File: config.mk
export PLATFORM = sky130hd
export DESIGN_NAME = vga_scan_out
export DESIGN_NICKNAME = d
export VERILOG_FILES = /design/src/rtl/vga_scan_out.sv
export SDC_FILE = /design/constraint.sdc
export NUM_CORES = 1
export LEC_CHECK = 0
export BUFFER_PORTS_ARGS = -buffer_cell sky130_fd_sc_hd__clkbuf_2
export CORE_MARGIN = 2
export CORE_UTILIZATION = 55
export DETAILED_ROUTE_END_ITERATION = 6
export HOLD_SLACK_MARGIN = 0.08
export PLACE_DENSITY = 0.84
export SLEW_MARGIN = 25
export SYNTH_ARGS = -nofsm -noshare
export SYNTH_HDL_FRONTEND = slang
export SYNTH_SLANG_ARGS = --single-unit
File: constraint.sdc
create_clock -name clk -period 6.4 [get_ports clk]
set_input_delay 0.32 -clock clk [delete_from_list [all_inputs] [get_ports clk]]
set_output_delay 0.32 -clock clk [all_outputs]
set_load 0.05 [all_outputs]
File: src/rtl/vga_scan_out.sv
// 640x480@60 VGA timing generator that pops monochrome pixels from a FWFT FIFO.
// Optional VGA_UNDERFLOW_CNT_EN adds a saturating 16-bit underflow event counter.
module vga_scan_out #(
  parameter int unsigned CLK_DIV  = 4,
  parameter logic [11:0] FG_COLOR = 12'hFFF,
  parameter logic [11:0] BG_COLOR = 12'h000
) (
  input  logic        clk,
  input  logic        rst,
  input  logic        fifo_dout,
  input  logic        fifo_empty,
  output logic        fifo_rd_en,
  output logic        hsync,
  output logic        vsync,
  output logic [3:0]  red,
  output logic [3:0]  green,
  output logic [3:0]  blue,
  output logic        active,
  output logic        frame_start,
  output logic        underflow,
  output logic [15:0] underflow_cnt
);

  localparam int unsigned DivW = (CLK_DIV > 1) ? $clog2(CLK_DIV) : 1;
  localparam logic [DivW-1:0] DivMax = DivW'(CLK_DIV - 1);

  typedef enum logic {StSyncWait, StRun} state_e;

  state_e          state_q, state_d;
  logic [DivW-1:0] div_q, div_d;
  logic [9:0]      h_q, h_d;
  logic [9:0]      v_q, v_d;
  logic            hsync_q, hsync_d;
  logic            vsync_q, vsync_d;
  logic            active_q, active_d;
  logic            frame_start_q, frame_start_d;
  logic            underflow_q, underflow_d;
  logic [11:0]     rgb_q, rgb_d;

  logic pix_tick, pos_active, at_origin, go, reading, uflow_evt;

  always_comb begin
    pix_tick   = (div_q == DivMax);
    div_d      = pix_tick ? '0 : div_q + 1'b1;
    pos_active = (h_q < 10'd640) && (v_q < 10'd480);
    at_origin  = (h_q == 10'd0) && (v_q == 10'd0);

    h_d = h_q;
    v_d = v_q;
    if (pix_tick) begin
      if (h_q == 10'd799) begin
        h_d = '0;
        v_d = (v_q == 10'd524) ? '0 : v_q + 10'd1;
      end else begin
        h_d = h_q + 10'd1;
      end
    end

    // The origin pixel that ends SYNC_WAIT is itself consumed.
    go         = (state_q == StSyncWait) && pix_tick && at_origin && !fifo_empty;
    reading    = (state_q == StRun) || go;
    fifo_rd_en = rst && pix_tick && pos_active && reading && !fifo_empty;
    uflow_evt  = pix_tick && pos_active && (state_q == StRun) && fifo_empty;
    state_d    = go ? StRun : state_q;

    hsync_d       = hsync_q;
    vsync_d       = vsync_q;
    active_d      = active_q;
    rgb_d         = rgb_q;
    frame_start_d = 1'b0;
    underflow_d   = underflow_q | uflow_evt;
    if (pix_tick) begin
      hsync_d       = !((h_q >= 10'd656) && (h_q <= 10'd751));
      vsync_d       = !((v_q >= 10'd490) && (v_q <= 10'd491));
      active_d      = pos_active;
      frame_start_d = at_origin;
      if (fifo_rd_en) begin
        rgb_d = fifo_dout ? FG_COLOR : BG_COLOR;
      end else if (uflow_evt) begin
        rgb_d = BG_COLOR;
      end else begin
        rgb_d = 12'h000;
      end
    end
  end

  always_ff @(posedge clk or negedge rst) begin
    if (!rst) begin
      state_q       <= StSyncWait;
      div_q         <= '0;
      h_q           <= '0;
      v_q           <= '0;
      hsync_q       <= 1'b1;
      vsync_q       <= 1'b1;
      active_q      <= 1'b0;
      frame_start_q <= 1'b0;
      underflow_q   <= 1'b0;
      rgb_q         <= '0;
    end else begin
      state_q       <= state_d;
      div_q         <= div_d;
      h_q           <= h_d;
      v_q           <= v_d;
      hsync_q       <= hsync_d;
      vsync_q       <= vsync_d;
      active_q      <= active_d;
      frame_start_q <= frame_start_d;
      underflow_q   <= underflow_d;
      rgb_q         <= rgb_d;
    end
  end

`ifdef VGA_UNDERFLOW_CNT_EN
  logic [15:0] ucnt_q, ucnt_d;

  always_comb begin
    ucnt_d = ucnt_q;
    if (uflow_evt && (ucnt_q != 16'hFFFF)) ucnt_d = ucnt_q + 16'd1;
  end

  always_ff @(posedge clk or negedge rst) begin
    if (!rst) ucnt_q <= '0;
    else      ucnt_q <= ucnt_d;
  end

  assign underflow_cnt = ucnt_q;
`else
  assign underflow_cnt = 16'h0000;
`endif

  assign hsync       = hsync_q;
  assign vsync       = vsync_q;
  assign active      = active_q;
  assign frame_start = frame_start_q;
  assign underflow   = underflow_q;
  assign {red, green, blue} = rgb_q;

endmodule

# ---- Word-level counts from Yosys, hierarchy flattened
# Cells that the tools add are included.
dict set report op_classes {
  div_mod_pow 0
  mul 0
  mux 6
  add_sub_neg 3
  n_reduce_logical 21
  n_eq_ne 3
  shift 0
  bitwise 2
  n_lt_le_gt_ge 6
}
# cell n
set op_table {}
lappend op_table {{12-bit two-way mux} 2}
lappend op_table {{10-bit by 1-bit adder with 10-bit output, second input constant} 2}
lappend op_table {{10-bit equality test, second input constant} 2}
lappend op_table {{10-bit logical NOT} 2}
lappend op_table {{10-bit two-way mux} 2}
lappend op_table {{1-bit logical AND} 14}
lappend op_table {{10-bit greater-or-equal comparator, second input constant} 1}
lappend op_table {{10-bit by 9-bit greater-or-equal comparator with 1-bit output, second input constant} 1}
lappend op_table {{10-bit <= comparator, second input constant} 1}
lappend op_table {{10-bit by 9-bit <= comparator with 1-bit output, second input constant} 1}
lappend op_table {{10-bit less-than comparator, second input constant} 1}
lappend op_table {{10-bit by 9-bit less-than comparator with 1-bit output, second input constant} 1}
lappend op_table {{1-bit logical NOT} 3}
lappend op_table {{2-bit by 1-bit adder with 2-bit output, second input constant} 1}
lappend op_table {{2-bit equality test, second input constant} 1}
lappend op_table {{2-bit two-way mux} 1}
lappend op_table {{2-bit AND reduction} 1}
lappend op_table {{1-bit logical OR} 1}
lappend op_table {{1-bit two-way mux} 1}
lappend op_table {{1-bit NOT} 1}
lappend op_table {{1-bit OR} 1}
dict set report totals {
  wordCells 51
  mem_bits_ro 0
  memories 0
  out_inout_bits 34
  ramBits 0
  latchBits 0
  ff_bits 40
}

# ---- Logic depth before layout (Yosys ltp)
# Gate-level depths: netlist of the first run.
dict set report logic_depth {
  ltp_word 8
  mapped_depth 6
  depth_no_buf 6
}

# ---- Worst setup path after synthesis of the first run
# OpenSTA, ideal clock, no wires.
dict set report synth_timing {
  path_type {register to output}
  startpoint {reg v_q[1]}
  endpoint {out fifo_rd_en}
  t_required_ps 6080
  stages_incl_launch_ff 7
  slack_ps 3727
  arrival_time_ps 2353
  path_cell_list {dfrtp_1 > inv_1 > ha_1 > or4b_1 > or3_1 > o41a_1 > and4bb_1}
}
dict set report synth_via {
  elab_chain_len 7
  word_cells_on_any_way 10
  cone_classes {1 x order compare; 9 x reduce/logical}
}
# item line
set synth_rtl {}
lappend synth_rtl {{start: declaration} 32} ;# logic [9:0] v_q, v_d;
lappend synth_rtl {{start signal: assignment} 103} ;# v_q <= v_d;
lappend synth_rtl {{parallel branches: the longest is 5 deep, another holds 10-bit by 9-bit less-than comparator with 1-bit output} --}
lappend synth_rtl {{1-bit logical AND * (2 in a row)} 62} ;# fifo_rd_en = rst && pix_tick && pos_active && reading && !fifo_empty;
lappend synth_rtl {{end: declaration} 12} ;# output logic fifo_rd_en,
# Mark *: on every way between the ends.

# ---- Final worst setup path of the first run
# Ends and elaborated chain as after synthesis.

==> results.sh, run 1 <==
export IMPL_n_fill_cell=227
export IMPL_grt_overflow=0
export IMPL_clockRootBuffer="clkbuf_4"
export IMPL_setup_viol=0
export IMPL_status="complete, but fails checks"
export IMPL_grt_pass1_vias=1115
export IMPL_cp_arrival_ns=2.81
export IMPL_end_kind="output pin"
export IMPL_dr_max_layer_used="met4"
export IMPL_hold_ws_ns=0.245
export IMPL_row_count=19
export IMPL_start_kind="flop"
export IMPL_ys_seq_area_frac=0.442
export IMPL_synth_top_area_cell="dfrtp_1"
export IMPL_synthSimpleGateAreaFrac=0.216
export IMPL_setup_ws_ns=3.27
export IMPL_netlist_cell_type_count=41
export IMPL_slew_headroom=0.507
export IMPL_sequentialPowerShare=0.546
export IMPL_timing_hold_violations_final=0
export IMPL_antenna_cells=0
export IMPL_power_uw=337
export IMPL_drc=6
export IMPL_yosysTopAreaCellShare=0.410
export IMPL_antenna_left=0
export IMPL_drt_total_wl_mm=2.91
export IMPL_firstDrtPassIters=6
export IMPL_clockBufferDepth=2
export IMPL_synth_area_leaders="dfrtp_1 (41%), buf_4 (12%), ha_1 (3.8%), dfstp_2 (3.2%), xor2_1 (3.2%)"
export IMPL_dieWidth_um=58.7
export IMPL_violations="DRC"
export IMPL_ir_worst_vdd_uv=106
export IMPL_rsz0062_at_grt="no"
export IMPL_synth_top_family_by_area="simple AND/OR/NAND/NOR gates"
export IMPL_hold_start="fifo_dout"
export IMPL_die_y_um=58.7
export IMPL_ys_ff_latch=29
export IMPL_synthTopCellsByCount="buf_4 (27), dfrtp_1 (27), nor2_1 (11)"
export IMPL_nets=194
export IMPL_core_um2=2810
export IMPL_period_minus_slack_ns=3.13
export IMPL_p_switching_uw=96.6
export IMPL_place_hpwl_mm=2.09
export IMPL_numCtsBuffers=5
export IMPL_p_int_uw=241
export IMPL_wl_per_cell_um=13.4
export IMPL_max_stage_delay_ns=0.47
export IMPL_path_clk_slew_ns=0.08
export IMPL_grt_pass1_wl_mm=5.13
export IMPL_synthArstFlopShare=1.00
export IMPL_globalplace_congestion=0.861
export IMPL_wl_met2_mm=1.32
export IMPL_post_cts_buffers=0
export IMPL_crit_required_ns=6.08
export IMPL_worstHoldPathType="primary input to flop"
export IMPL_p_leak_uw=0.000822
export IMPL_final_setup_tns_ns=0
export IMPL_crit_path_top_delay_cell="or4b_1"
export IMPL_drv_cap=0
export IMPL_synth_compound_area_frac=0.0866
export IMPL_p_sw_frac=0.286
export IMPL_clock_latency_ns=0.32
export IMPL_dr_total_vias=1226
export IMPL_critPathTopFamily="simple AND/OR/NAND/NOR gates"
export IMPL_routed_via_density=5.65
export IMPL_synth_area_um2=1650
export IMPL_p_comb_frac=0.116
export IMPL_dieArea_um2=3450
export IMPL_antenna_found_initial=0
export IMPL_wl_met3_um=240
export IMPL_synthFlopType="dfrtp_1"
export IMPL_crit_buf_inv=2
export IMPL_synthesis_instances=170
export IMPL_r2r_start="div_q[0]"
export IMPL_boundaryPins=38
export IMPL_synth_edf_count=0
export IMPL_initial_core_util=0.587
export IMPL_period_share=0.489
export IMPL_layout_drive_gt1_share=0.172
export IMPL_worst_path_max_fanout=4
export IMPL_powerDensity_nw_per_um2=198
export IMPL_yosysWarnings=0
export IMPL_synthMuxAreaShare=0.00607
export IMPL_dr_first_iter_drc_count=94
export IMPL_drv_slew=0
export IMPL_port_buffers=21
export IMPL_worstSetupStartpoint="v_q[1]"
export IMPL_cts_tree="built"
export IMPL_synth_adder_area_share=0.0380
export IMPL_grt_use_total=0.199
export IMPL_synth_xor_area_frac=0.0585
export IMPL_m1WireLength_mm=1.30
export IMPL_worst_pin_slew_ns=0.733
export IMPL_post_place_ws_ns=3.64
export IMPL_fmax_mhz=319
export IMPL_crit_chain="inv_1, ha_1, or4b_1, or3_1, o41a_1, and4bb_1, clkbuf_2"
export IMPL_syn_avg_cell_area_um2=9.69
export IMPL_clockPowerShare=0.338
export IMPL_area_growth_pct=3.49
export IMPL_grt_max_degree=32
export IMPL_fin_util=0.608
export IMPL_fin_skew_ns=0.00611
export IMPL_htreeDepth=2
export IMPL_cts_sinks=29
export IMPL_critPathKind="flop to output pin"
[state kept, by name (all words and copies together) (netlist names)]
register and count:
state_q 1, vsync 1, underflow 1, v_q 10, active 1, div_q 2
h_q 10, frame_start 1, hsync 1, rgb_q 1
[cell families after synthesis]
logic type | count (synthesis)
and+or+nand+nor | 62
buffers and inverters | 39
DFF | 29
AOI/OAI and AO/OA | 22
xor gates and xnor gates | 11
adders and majority gates | 5
other | 1
muxes | 1
[placed cells by master, fill, tap and decap left out, types with 3 or more instances in the layout]
| master | count |
|---|---|
| a21o_1 | 3 |
| a21oi_1 | 4 |
| and3_1 | 4 |
| clkbuf_2 | 21 |
| clkbuf_4 | 5 |
| conb_1 | 16 |
| dfrtp_1 | 27 |
| ha_1 | 5 |
| inv_1 | 9 |
| nand2_1 | 10 |
| nand3_1 | 7 |
| nand4_1 | 4 |
| nor2_1 | 11 |
| nor3_1 | 6 |
| nor4_1 | 4 |
| o21ai_1 | 6 |
| or4_1 | 4 |
| xnor2_1 | 5 |
| xor2_1 | 6 |
[through the flow]
step | area, µm² | instances
floorplan | 1700 | 185
global placement | 1640 | 208
finish | 1710 | 217
global route | 1710 | 217
CTS | 1710 | 217
detailed placement | 1640 | 208
[worst min-delay path: stages]
cell and delay, ns:
clkbuf_2 0.08, nand4b_1 0.08, o2bb2ai_1 0.05
[metal layers]
layer	vias to the layer above	GRT usage
met2	68	0.310
met1	556	0.255
li1	588	-
met4	0	0.0779
met3	14	0.0681
met5	-	0
[area by class of cell]
| class | count | area, µm² | share of cell area |
|---|---|---|---|
| multi-input cells | 117 | 727 | 0.426 |
| repair buffers | 22 | 115 | 0.0675 |
| flip-flops and latches | 29 | 728 | 0.427 |
| inverters | 10 | 37.5 | 0.0220 |
| clock buffers | 8 | 58.8 | 0.0345 |
| well taps | 31 | 38.8 | 0.0227 |
[power by group through the flow]
stage / combinational [µW] / sequential (µW) / clock [µW]
floorplan: 42.1 / 189 / 0
finish: 39.2 / 184 / 114
global route: 41.2 / 184 / 127
CTS: 39.3 / 184 / 117
global placement: 38.7 / 188 / 0
detailed placement: 38.9 / 188 / 0
[final timing paths]
check / endpoint / slack (ns) / cells past startpoint
worst max-delay path: fifo_rd_en / 3.27 / 7
worst min-delay path: rgb_q[10] / 0.25 / 3
worst max register to register: v_q[8] / 3.97 / 5
worst min register to register: div_q[0] / 0.44 / 1
max in group asynchronous: h_q[5] / 5.36 / 2
min in group asynchronous: h_q[1] / 0.58 / 2
[timing repair]
| item | 4_1_cts | 5_1_grt |
|---|---|---|
| hold buffers | 1 | 0 |
| endpoints found under the hold margin | 27 | 0 |
| setup endpoints to repair | 0 | 0 |
| resized for setup | 0 | 0 |
Note: power is estimated with default switching activity, not from simulation.
==> run 2: changes to the inputs <==
--- a/config.mk
+++ b/config.mk
@@ -7,10 +7,10 @@
 export LEC_CHECK = 0
 export BUFFER_PORTS_ARGS = -buffer_cell sky130_fd_sc_hd__clkbuf_2
 export CORE_MARGIN = 2
-export CORE_UTILIZATION = 55
+export CORE_UTILIZATION = 48
 export DETAILED_ROUTE_END_ITERATION = 6
 export HOLD_SLACK_MARGIN = 0.08
-export PLACE_DENSITY = 0.84
+export PLACE_DENSITY = 0.78
 export SLEW_MARGIN = 25
 export SYNTH_ARGS = -nofsm -noshare
 export SYNTH_HDL_FRONTEND = slang
==> constraint.sdc (replaced) <==
create_clock -name clk -period 2.7 [get_ports clk]
set_input_delay 0.135 -clock clk [delete_from_list [all_inputs] [get_ports clk]]
set_output_delay 0.135 -clock clk [all_outputs]
set_load 0.05 [all_outputs]
==> run 2 against run 1 <==
  * The flow finishes with violations (setup timing)
  * Cell area rose by 6.3%
  * Non-clock buffer count rose by 10
  * Routed wire length fell by 1.3%
  * Die area rose by 14%
  * Count of clock-buffer cells in the layout did not move
  * Utilization fell by 6.0 points
  * Combinational power rose by 150%
  * Power rose by 130%
  * Critical endpoint unchanged
  * Largest cell class is now multi-input gates
  * Highest routed layer unchanged
==> results.sh, run 2 (synthesis gave the netlist of run 1 again) <==
export IMPL_critPathKind="flop to output pin"
export IMPL_drc=0
export IMPL_crit_chain="inv_2, ha_1, or4b_4, or3_4, o41a_1, and4bb_1, buf_8"
export IMPL_boundaryPins=38
export IMPL_violations="setup timing"
export IMPL_status="complete, but fails checks"
export IMPL_routed_via_density=5.06
export IMPL_worstHoldPathType="primary input to asynchronous set/reset pin"
export IMPL_p_switching_uw=226
export IMPL_antenna_cells=0
export IMPL_clockRootBuffer="clkbuf_4"
export IMPL_final_setup_tns_ns=-0.00996
export IMPL_cp_arrival_ns=2.57
export IMPL_crit_path_top_delay_cell="or4b_4"
export IMPL_rsz0062_at_grt="yes"
export IMPL_layout_common_cells="dfrtp_1 (27), clkbuf_2 (20), conb_1 (16)"
export IMPL_row_count=21
export IMPL_fin_skew_ns=0.00464
export IMPL_globalplace_congestion=0.858
export IMPL_period_share=1.00
export IMPL_grt_max_degree=32
export IMPL_core_um2=3310
export IMPL_p_sw_frac=0.292
export IMPL_sequentialPowerShare=0.563
export IMPL_antenna_found_initial=0
export IMPL_powerDensity_nw_per_um2=427
export IMPL_cts_sinks=29
export IMPL_top_regs="h_q (10), v_q (10), div_q (2)"
export IMPL_numCtsBuffers=5
export IMPL_p_leak_uw=0.000866
export IMPL_die_y_um=62.6
export IMPL_fin_util=0.548
export IMPL_setup_ws_ns=-0.00996
export IMPL_cts_tree="built"
export IMPL_critPathTopFamily="simple AND/OR/NAND/NOR gates"
export IMPL_setup_viol=1
export IMPL_dieArea_um2=3920
export IMPL_grt_use_total=0.164
export IMPL_nets=204
export IMPL_drv_cap=0
export IMPL_clock_latency_ns=0.32
export IMPL_p_comb_frac=0.124
export IMPL_layout_drive_gt1_share=0.214
export IMPL_start_kind="flop"
export IMPL_final_common_cell="dfrtp_1"
export IMPL_port_buffers=21
export IMPL_clockBufferDepth=2
export IMPL_end_kind="output pin"
export IMPL_ir_worst_vdd_uv=192
export IMPL_timing_hold_violations_final=0
export IMPL_drt_total_wl_mm=2.87
export IMPL_crit_buf_inv=2
export IMPL_dr_total_vias=1225
export IMPL_p_int_uw=549
export IMPL_crit_required_ns=2.57
export IMPL_hold_ws_ns=0.358
export IMPL_max_stage_delay_ns=0.46
export IMPL_area_growth_pct=10.0
export IMPL_place_hpwl_mm=2.04
export IMPL_wl_per_cell_um=11.9
export IMPL_grt_pass1_wl_mm=5.04
export IMPL_dr_first_iter_drc_count=36
export IMPL_clockPowerShare=0.313
export IMPL_grt_pass1_vias=1177
export IMPL_power_uw=775
export IMPL_fmax_mhz=369
export IMPL_initial_core_util=0.498
export IMPL_worst_path_max_fanout=3
export IMPL_firstDrtPassIters=4
export IMPL_htreeDepth=2
export IMPL_path_clk_slew_ns=0.08
export IMPL_dieWidth_um=62.6
export IMPL_drv_slew=0
export IMPL_antenna_left=0
export IMPL_grt_overflow=0
export IMPL_period_minus_slack_ns=2.71
run 2: cell types whose count changed in the layout (fill, tap and decap cells not counted), sizes merged:
cell and delta:
dlygate4sd3 +2, clkbuf -1, buf +9
run 2: final timing paths:
check                          from         end  slack, ns  cells after the start
max in group asynchronous       rst       hsync       2.03                      3
min                             rst      v_q[6]       0.36                      3
max reg2reg                  h_q[6]      v_q[8]       0.57                      4
min in group clk           div_q[0]    div_q[0]       0.43                      1
max                          v_q[1]  fifo_rd_en      -0.01                      7
min reg2reg                div_q[0]    div_q[0]       0.43                      1
run 2: area by class of cell:
cell class                 count  area (µm²)
inverter                      10        37.5
timing repair buffer          32         205
sequential                    29         728
clock buffer                   8        48.8
multi-input combinational    117         736
fill                         300        1500
tap                           46        57.6
run 2: tightest hold or removal path: cells and delay by family:
kind                   cells  cell delay (ns)
buffers and inverters      3             0.96
run 2: layer usage:
| metal | vias up | global-route usage | share of wire |
|---|---|---|---|
| met5 | - | 0 | 0 |
| met4 | 0 | 0.0722 | 0.022 |
| met3 | 9 | 0.0631 | 0.050 |
| met2 | 34 | 0.265 | 0.48 |
| met1 | 580 | 0.196 | 0.45 |
| li1 | 602 | - | - |
run 2: what timing repair did:
| item | 4_1_cts | 5_1_grt |
|---|---|---|
| endpoints found under the setup margin | 1 | 1 |
| gates cloned | 0 | 0 |
| endpoints found under the hold margin | 29 | 0 |
| setup buffers | 2 | 3 |
| hold buffers | 3 | 0 |
| resized for setup | 3 | 3 |
| pin swaps | 1 | 2 |
run 2: power by group through the flow:
| stage | registers, µW | clock network [µW] | logic (µW) |
|---|---|---|---|
| 2_1_floorplan | 447 | 0 | 99.7 |
| 3_3_place_gp | 445 | 0 | 93.2 |
| 3_5_place_dp | 445 | 0 | 93.4 |
| 4_1_cts | 436 | 252 | 96.7 |
| 5_1_grt | 437 | 278 | 100 |
| 6_report | 436 | 242 | 96.4 |
run 2: metrics by stage:
| step | worst slack [ns] | area, µm² | instances |
|---|---|---|---|
| after floorplan | 0.212 | 1700 | 185 |
| after global placement | 0.209 | 1680 | 226 |
| after detailed placement | 0.184 | 1680 | 226 |
| after CTS | 0.0107 | 1780 | 239 |
| after global routing | -0.112 | 1810 | 242 |
| final | -0.00996 | 1810 | 242 |
==> run 3: changes to the inputs <==
--- a/config.mk
+++ b/config.mk
@@ -6,11 +6,12 @@
 export NUM_CORES = 1
 export LEC_CHECK = 0
 export BUFFER_PORTS_ARGS = -buffer_cell sky130_fd_sc_hd__clkbuf_2
-export CORE_MARGIN = 2
 export CORE_UTILIZATION = 48
 export DETAILED_ROUTE_END_ITERATION = 6
+export GPL_TIMING_DRIVEN = 1
 export HOLD_SLACK_MARGIN = 0.08
 export PLACE_DENSITY = 0.78
+export REMOVE_ABC_BUFFERS = 1
 export SLEW_MARGIN = 25
 export SYNTH_ARGS = -nofsm -noshare
 export SYNTH_HDL_FRONTEND = slang
==> run 3 against run 2 <==
  * Setup slack better by 0.040 ns
  * Non-clock buffer count did not move
  * Combinational power about the same
  * Sequential share of layout area is essentially flat
  * Largest power group unchanged
  * Utilization rose by 2.9 points
  * The flow now finishes without violations
  * Cell area up 0.21%
  * Critical path type unchanged
  * Routed wire length rose by 4.7%
  * Flip-flop and latch count is the same
  * Maximum frequency is 1.5% higher
  * Cell count down 0.83%
  * Critical endpoint unchanged
  * Via count increased by 7.4%
  * Count of clock-buffer cells in the layout down 2
==> results.sh, run 3 (synthesis gave the netlist of run 1 again) <==
export IMPL_wl_per_cell_um=12.5
export IMPL_hold_ws_ns=0.218
export IMPL_worst_r2r_cell_count=4
export IMPL_gr_usage_met3=0.0618
export IMPL_status="finished, final reports clean"
export IMPL_antenna_left=0
export IMPL_rsz0062_at_grt="yes"
export IMPL_grt_pass1_vias=1179
export IMPL_grtUsageMet2=0.334
export IMPL_place_hpwl_mm=2.18
export IMPL_path_clk_slew_ns=0.09
export IMPL_setup_viol=0
export IMPL_crit_required_ns=2.57
export IMPL_nets=204
export IMPL_crit_chain="or3_4, or4_1, o41a_1, and4bb_1, buf_8"
export IMPL_grt_pass1_wl_mm=5.11
export IMPL_row_count=20
export IMPL_grt_max_degree=18
export IMPL_powerDensity_nw_per_um2=431
export IMPL_port_buffers=21
export IMPL_grt_busiest_layer="met2"
export IMPL_final_setup_tns_ns=0
export IMPL_timing_hold_violations_final=0
export IMPL_dieWidth_um=60.6
export IMPL_period_minus_slack_ns=2.67
export IMPL_p_leak_uw=0.000866
export IMPL_core_um2=3150
export IMPL_die_y_um=60.6
export IMPL_clockRootBuffer="clkbuf_4"
export IMPL_clockBufferDepth=2
export IMPL_worstHoldPathType="primary input to asynchronous set/reset pin"
export IMPL_final_common_cell="dfrtp_1"
export IMPL_drv_slew=0
export IMPL_boundaryPins=38
export IMPL_dieArea_um2=3670
export IMPL_cts_sinks=29
export IMPL_drt_total_wl_mm=3.01
export IMPL_top_regs="h_q (10), v_q (10), div_q (2)"
export IMPL_dr_total_vias=1316
export IMPL_globalplace_congestion=0.893
export IMPL_firstDrtPassIters=4
export IMPL_critPathKind="flop to output pin"
export IMPL_start_kind="flop"
export IMPL_period_share=0.989
export IMPL_numCtsBuffers=5
export IMPL_drv_cap=0
export IMPL_ir_worst_vdd_uv=263
export IMPL_fmax_mhz=375
export IMPL_grt_use_total=0.193
export IMPL_use_met1=0.210
export IMPL_routed_via_density=5.48
export IMPL_initial_core_util=0.523
export IMPL_clock_latency_ns=0.34
export IMPL_layout_common_cells="dfrtp_1 (26), clkbuf_2 (20), conb_1 (16)"
export IMPL_worst_path_max_fanout=6
export IMPL_post_place_ws_ns=0.136
export IMPL_htreeDepth=2
export IMPL_crit_path_top_delay_cell="dfrtp_1"
export IMPL_drc=0
export IMPL_antenna_cells=0
export IMPL_setup_ws_ns=0.0305
export IMPL_cts_tree="built"
export IMPL_end_kind="output pin"
export IMPL_cp_arrival_ns=2.53
export IMPL_max_stage_delay_ns=0.46
export IMPL_fin_skew_ns=0.00636
export IMPL_grt_overflow=0
export IMPL_area_growth_pct=10.3
export IMPL_dr_first_iter_drc_count=40
export IMPL_antenna_found_initial=0
export IMPL_layout_drive_gt1_share=0.224
-- run 3: final cells by class --
cell class,instances,area (µm²)
Clock buffer,6,41.3
Multi-Input combinational cell,117,736
Inverter,10,37.5
Timing Repair Buffer,32,208
Clock inverter,2,10.0
Sequential cell,29,729
Fill cell,277,1340
Tap cell,44,55.1
-- run 3: metrics by stage --
step	power [µW]	utilization	instances	instance area [µm²]
6_report	783	0.576	240	1820
5_1_grt	810	0.576	240	1820
4_1_cts	794	0.575	240	1810
3_5_place_dp	538	0.531	224	1680
3_3_place_gp	538	0.531	224	1680
2_1_floorplan	519	-	156	1490
-- run 3: metal layers --
layer  up-vias  part of all wire  wire, µm
li1        605                 -         -
met1       636              0.41      1240
met2        64              0.50      1490
met3        11             0.065       196
met4         0             0.028        83
met5         -                 0         0
-- run 3: where the power goes --
group / internal [µW] / switching, µW
sequential: 435 / 1.65
combinational: 10.3 / 85.8
clock: 98.8 / 152
total: 544 / 239
-- run 3: critical path, delay by kind of cell (launching register included) --
| family | cells | cell delay (ns) |
|---|---|---|
| flip-flops | 1 | 0.46 |
| buffers and inverters | 1 | 0.16 |
| AND/OR/NAND/NOR | 3 | 1.18 |
| AO/OA/AOI/OAI | 1 | 0.41 |
-- run 3: final timing paths --
kind	startpoint	to	slack, ns
worst max-delay path	h_q[6]	fifo_rd_en	0.03
worst min-delay path	rst	h_q[4]	0.22
worst max register to register	h_q[6]	v_q[8]	0.55
worst min register to register	div_q[0]	div_q[0]	0.44
max in group asynchronous	rst	vsync	1.87
min in group clk	div_q[0]	div_q[0]	0.44
-- run 3: what timing repair did --
item | in CTS | in global routing
pin swaps | 2 | 0
setup endpoints to repair | 1 | 1
buffers inserted | 4 | 0
endpoints found under the hold margin | 29 | 0
hold buffers | 4 | 0
resized for setup | 5 | 2
gates cloned | 0 | 0
